===== src/rtl/sub_div_ctrl_if.sv =====
`default_nettype none
// ============================================================================
// Module      : sub_div_ctrl_if
// Description : Request/result bundle between a divide requester and
//               sub_div_ctrl.
// Revision    : 1.0 - initial release
// ============================================================================
interface sub_div_ctrl_if #(
  parameter int WIDTH = 4
);
  logic             start;
  logic [WIDTH-1:0] dividend;
  logic [WIDTH-1:0] divisor;
  logic             busy;
  logic             done;
  logic [WIDTH-1:0] quotient;
  logic [WIDTH-1:0] remainder;
  logic             div_by_zero;

  modport master (
    output start, dividend, divisor,
    input  busy, done, quotient, remainder, div_by_zero
  );

  modport slave (
    input  start, dividend, divisor,
    output busy, done, quotient, remainder, div_by_zero
  );
endinterface
`default_nettype wire


===== src/rtl/sub_div_ctrl.sv =====
`default_nettype none
// ============================================================================
// Module      : sub_div_ctrl
// Description : Restoring divider by repeated subtraction on one shared
//               ripple-carry subtractor, one subtraction per clock.
// Revision    : 1.0 - initial release
// ============================================================================
module sub_div_ctrl #(
  parameter int WIDTH = 4
) (
  input  wire logic     clk,
  input  wire logic     rst,
  sub_div_ctrl_if.slave bus
);

  localparam logic [1:0] c_st_idle = 2'd0;
  localparam logic [1:0] c_st_run  = 2'd1;
  localparam logic [1:0] c_st_done = 2'd2;

  logic [1:0]       r_state;
  logic [1:0]       w_next;
  logic [WIDTH-1:0] r_rem;
  logic [WIDTH-1:0] r_dvs;
  logic [WIDTH-1:0] r_q;
  logic [WIDTH-1:0] r_quot;
  logic [WIDTH-1:0] r_remd;
  logic             r_dbz;

  logic [WIDTH-1:0] w_nb;
  logic [WIDTH-1:0] w_diff;
  logic [WIDTH:0]   w_carry;
  logic             w_cout;
  logic             w_accept;
  logic             w_zero;
  logic             w_busy;
  logic             w_done;

  // Shared subtractor: r_rem + ~r_dvs + 1; carry-out high means r_rem >= r_dvs
  assign w_nb       = ~r_dvs;
  assign w_carry[0] = 1'b1;

  generate
    for (genvar i = 0; i < WIDTH; i++) begin : g_fa
      assign w_diff[i]      = r_rem[i] ^ w_nb[i] ^ w_carry[i];
      assign w_carry[i+1]   = (r_rem[i] & w_nb[i]) | (w_carry[i] & (r_rem[i] ^ w_nb[i]));
    end
  endgenerate

  assign w_cout   = w_carry[WIDTH];
  assign w_accept = bus.start && ((r_state == c_st_idle) || (r_state == c_st_done));
  assign w_zero   = (bus.divisor == '0);

  always_ff @(posedge clk) begin
    if (rst) begin
      r_state <= c_st_idle;
    end else begin
      r_state <= w_next;
    end
  end

  always_comb begin
    w_next = r_state;
    case (r_state)
      c_st_idle,
      c_st_done: begin
        if (bus.start) begin
          w_next = w_zero ? c_st_done : c_st_run;
        end else begin
          w_next = c_st_idle;
        end
      end
      c_st_run:  w_next = w_cout ? c_st_run : c_st_done;
      default:   w_next = c_st_idle;
    endcase
  end

  always_comb begin
    w_busy = 1'b0;
    w_done = 1'b0;
    case (r_state)
      c_st_run:  w_busy = 1'b1;
      c_st_done: w_done = 1'b1;
      default: begin
        w_busy = 1'b0;
        w_done = 1'b0;
      end
    endcase
  end

  // Published results move only on the edge that enters DONE
  always_ff @(posedge clk) begin
    if (rst) begin
      r_rem  <= '0;
      r_dvs  <= '0;
      r_q    <= '0;
      r_quot <= '0;
      r_remd <= '0;
      r_dbz  <= 1'b0;
    end else if (w_accept) begin
      r_rem <= bus.dividend;
      r_dvs <= bus.divisor;
      r_q   <= '0;
      if (w_zero) begin
        r_quot <= '1;
        r_remd <= bus.dividend;
        r_dbz  <= 1'b1;
      end
    end else if (r_state == c_st_run) begin
      if (w_cout) begin
        r_rem <= w_diff;
        r_q   <= r_q + WIDTH'(1);
      end else begin
        r_quot <= r_q;
        r_remd <= r_rem;
        r_dbz  <= 1'b0;
      end
    end
  end

  assign bus.busy        = w_busy;
  assign bus.done        = w_done;
  assign bus.quotient    = r_quot;
  assign bus.remainder   = r_remd;
  assign bus.div_by_zero = r_dbz;

endmodule
`default_nettype wire


===== src/flat_wrapper.sv =====
// flat-port wrapper written by rule: the top's interface ports become plain ports
module sub_div_ctrl_flat 
#(
  parameter int WIDTH = 4
)
  (clk, rst, bus_start, bus_dividend, bus_divisor, bus_busy, bus_done, bus_quotient, bus_remainder, bus_div_by_zero);
  sub_div_ctrl_if #(.WIDTH(WIDTH)) bus_i ();
  input  wire logic clk;
  input  wire logic rst;
  input wire logic [$bits(bus_i.start)-1:0] bus_start;
  input wire logic [$bits(bus_i.dividend)-1:0] bus_dividend;
  input wire logic [$bits(bus_i.divisor)-1:0] bus_divisor;
  output wire logic [$bits(bus_i.busy)-1:0] bus_busy;
  output wire logic [$bits(bus_i.done)-1:0] bus_done;
  output wire logic [$bits(bus_i.quotient)-1:0] bus_quotient;
  output wire logic [$bits(bus_i.remainder)-1:0] bus_remainder;
  output wire logic [$bits(bus_i.div_by_zero)-1:0] bus_div_by_zero;
  assign bus_i.start = bus_start;
  assign bus_i.dividend = bus_dividend;
  assign bus_i.divisor = bus_divisor;
  assign bus_busy = bus_i.busy;
  assign bus_done = bus_i.done;
  assign bus_quotient = bus_i.quotient;
  assign bus_remainder = bus_i.remainder;
  assign bus_div_by_zero = bus_i.div_by_zero;
  sub_div_ctrl #(.WIDTH(WIDTH)) u_core (.clk(clk), .rst(rst), .bus(bus_i));
endmodule

===== config.mk =====
export PLATFORM = sky130hd
export DESIGN_NAME = sub_div_ctrl_flat
export DESIGN_NICKNAME = d
export VERILOG_FILES = /design/src/rtl/sub_div_ctrl_if.sv /design/src/rtl/sub_div_ctrl.sv /design/src/flat_wrapper.sv
export SDC_FILE = /design/constraint.sdc
export NUM_CORES = 1
export LEC_CHECK = 0
export CAP_MARGIN = 25
export CORE_AREA = 2 2 49 51
export CTS_BUF_LIST = sky130_fd_sc_hd__clkbuf_16
export CTS_CLUSTER_SIZE = 20
export DETAILED_ROUTE_END_ITERATION = 6
export DIE_AREA = 0 0 51 53
export PLACE_DENSITY = 0.82
export SLEW_MARGIN = 20
export SYNTH_ARGS = -nofsm -noshare
export SYNTH_HDL_FRONTEND = slang
export SYNTH_SLANG_ARGS = --single-unit
export TNS_END_PERCENT = 10

===== constraint.sdc =====
create_clock -name clk -period 2.7 [get_ports clk]
set_input_delay 0.675 -clock clk [delete_from_list [all_inputs] [get_ports clk]]
set_output_delay 0.675 -clock clk [all_outputs]
set_load 0.005 [all_outputs]

==> results.sh <==
export IMPL_cp_end_kind="flop"
export IMPL_path_buf_inv=4
export IMPL_ant_nets=0
export IMPL_synthMuxAreaShare=0.08121
export IMPL_finClkSkew_ns=0.002963
export IMPL_syn_to_final_growth_pct=31.76
export IMPL_drc=0
export IMPL_cpLargestDelayFamily="adder cells"
export IMPL_post_synth_top_area_cell="dfxtp_1"
export IMPL_synthAdderAreaFrac=0.08242
export IMPL_most_common_layout_cells="23 x dfxtp_1, 21 x clkdlybuf4s50_1, 13 x nor2_1"
export IMPL_status="completed"
export IMPL_die_w_um=51
export IMPL_dr_wl_met2_um=954
export IMPL_grt_first_pass_wirelength_um=3601
export IMPL_grt_pass1_vias=816
export IMPL_cts_root_buf="clkbuf_16"
export IMPL_maxCapViolations=0
export IMPL_finalSetupViolCount=0
export IMPL_avgSynthCellArea_um2=9.135
export IMPL_drive_above_1_share=0.1185
export IMPL_yosys_area_share_simple=0.2267
export IMPL_dr_wl_met3_um=84
export IMPL_synthTopCellsByArea="dfxtp_1 45%, fa_1 5.8%, nor3_1 5.8%"
export IMPL_clock_sinks=23
export IMPL_layout_commonest_cell="dfxtp_1"
export IMPL_vias_per_cell=5.196
export IMPL_dieArea_mm2=0.002703
export IMPL_synth_warnings=0
export IMPL_finalMaxSlewViolations=0
export IMPL_maxSlewHeadroom=0.6107
export IMPL_critPathArrivalTime_ns=2.68
export IMPL_hold_viol=0
export IMPL_initialDrtViolationCount=10
export IMPL_final_period_minus_worst_setup_slack_ns=2.511
export IMPL_fp_dieH_um=53
export IMPL_synth_seq_cells=23
export IMPL_grtUsageTotal=0.1825
export IMPL_min_path_type="reg2reg"
export IMPL_critical_path_class="reg2reg"
export IMPL_port_buffers=21
export IMPL_cpMostUsedCell="inv_1"
export IMPL_cp_start_kind="flop"
export IMPL_syn_area_mm2=0.001032
export IMPL_top_layer="met4"
export IMPL_cts_tree="done"
export IMPL_start_util=0.4805
export IMPL_critPathMaxFanout=10
export IMPL_vias=847
export IMPL_core_mm2=0.002148
export IMPL_antenna_found_initial=0
export IMPL_cts_clk_slew_worst_paths_ns=0.06
export IMPL_ys_types=26
export IMPL_crit_required_ns=2.87
export IMPL_yosysSeqAreaShare=0.4461
export IMPL_grt_overflow_total=0
export IMPL_fmax_ghz=0.3982
export IMPL_fin_crit_sh=0.9301
export IMPL_fillers=183
export IMPL_synth_top_family_by_area="simple AND/OR/NAND/NOR gates"
export IMPL_synth_compound_area_frac=0.08848
export IMPL_tightest_slew_ns=0.5822
export IMPL_dpl_hpwl_um=1464
export IMPL_fin_tns_setup_ns=0
export IMPL_place_gp_congestion=0.8002
export IMPL_crit_path_max_incr_delay_ns=0.43
export IMPL_cts_setup_buffers=0
export IMPL_clk_latency_ns=0.25
export IMPL_wl_per_cell_um=12.50
export IMPL_cts_buffers=3
export IMPL_rsz0062_at_grt="no"
export IMPL_wl_um=2038
export IMPL_row_count=17
export IMPL_synthCells=113
export IMPL_synth_nets=129
export IMPL_p_per_area_mw_per_mm2=632.9
export IMPL_cts_buffer_depth=2
export IMPL_ios=22
export IMPL_drt_met1_wl_um=952
export IMPL_nets=152
export IMPL_crit_chain="inv_1, ha_1, inv_1, fa_1, inv_1, fa_1, inv_1, fa_2, and3b_1, nand4_1, xor2_1, nor3_1"
export IMPL_synth_xor_area_frac=0.02545
export IMPL_grt_start_max_net_pins=16
export IMPL_cp_slowest_cell="and3b_1"
export IMPL_ir_drop_mv=0.3113
export IMPL_htreeDepth=1
export IMPL_synth_top_area_share=0.4461
export IMPL_power_leakage_nw=0.5206
export IMPL_drt_first_pass_iters=4
export IMPL_whs_ns=0.4608
export IMPL_n_antenna_cell=0
[layer usage]
| metal | GRT usage | vias up |
|---|---|---|
| met5 | 0 | - |
| met1 | 0.2267 | 392 |
| met4 | 0.09459 | 0 |
| met3 | 0.02542 | 5 |
| met2 | 0.3074 | 28 |
| li1 | - | 422 |
[synthesized netlist by cell type]
library cell / n
a211oi_1: 3
a211oi_2: 1
a21oi_1: 8
and2_1: 1
and3b_1: 1
buf_2: 2
clkbuf_1: 4
dfxtp_1: 23
fa_1: 3
ha_1: 2
inv_1: 7
mux2_2: 3
mux2i_1: 5
nand2_1: 11
nand2b_1: 1
nand3_1: 1
nand4_1: 1
nor2_1: 13
nor2_2: 1
nor2b_1: 4
nor3_1: 12
o21ai_4: 1
or3b_1: 1
or4_4: 1
xnor2_1: 1
xor2_1: 2
[worst reg2reg max path: cells and delay by family, from the launching register on]
| kind | cells | cell delay [ns] |
|---|---|---|
| xor gates and xnor gates | 1 | 0.17 |
| adders and majority gates | 4 | 0.91 |
| buffers and inverters | 4 | 0.25 |
| DFF | 1 | 0.33 |
| and+or+nand+nor | 3 | 0.77 |
[state kept, by name, indices dropped and copies added, names as in the netlist]
name / flops
u_core.r_q: 4
u_core.bus.remainder: 4
u_core.r_dvs: 4
u_core.bus.quotient: 4
u_core.r_rem: 4
u_core.bus.div_by_zero: 1
u_core.r_state: 2
[kinds of logic (layout without fill, tap and decap cells)]
family | after synthesis | in the layout
AO/OA/AOI/OAI | 13 | 13
flip-flops | 23 | 23
XOR/XNOR | 3 | 3
adder cells (fa/ha/maj) | 5 | 5
multiplexers | 8 | 8
AND/OR/NAND/NOR | 48 | 48
buffers and inverters | 13 | 35
[power breakdown]
part	total [mW]	leakage, nW	internal (mW)	switching (mW)
Combinational	0.164	0.292	0.0862	0.0782
Clock	0.314	0.0409	0.199	0.115
Sequential	0.383	0.188	0.365	0.0175
Total	0.861	0.521	0.650	0.211
[timing repair]
action	in CTS	in global routing
endpoints found under the setup margin	0	7
hold buffers	0	0
gates resized for setup	0	2
[path summary, 6_finish.rpt]
| check | start | end | slack [ns] | cells past startpoint |
|---|---|---|---|---|
| min | u_core.r_dvs[3] | u_core.r_dvs[3] | 0.46 | 2 |
| max | u_core.r_rem[0] | u_core.r_q[3] | 0.19 | 12 |
| max reg2reg | u_core.r_rem[0] | u_core.r_q[3] | 0.19 | 12 |
| min reg2reg | u_core.r_dvs[3] | u_core.r_dvs[3] | 0.46 | 2 |
[per-stage QoR]
stage	util	power (mW)	instances	instance area [µm²]	setup slack, ns
2_1_floorplan	-	0.4883	113	1032	0.2124
3_3_place_gp	0.5935	0.5450	159	1275	0.2113
3_5_place_dp	0.5935	0.5515	159	1275	0.1245
4_1_cts	0.6308	0.8672	163	1355	0.09167
5_1_grt	0.6331	0.9022	163	1360	0.01187
6_report	0.6331	0.8608	163	1360	0.1889
[final cells by class]
class	instances	area (µm²)	area share
Sequential cell	23	460.4	0.3385
Multi-Input combinational cell	77	525.5	0.3864
Tap cell	28	35.03	0.02576
Inverter	7	26.28	0.01932
Timing Repair Buffer	24	232.7	0.1711
Clock buffer	3	75.07	0.05520
Clock inverter	1	5.005	0.003680
(Power assumes the default switching activity.)
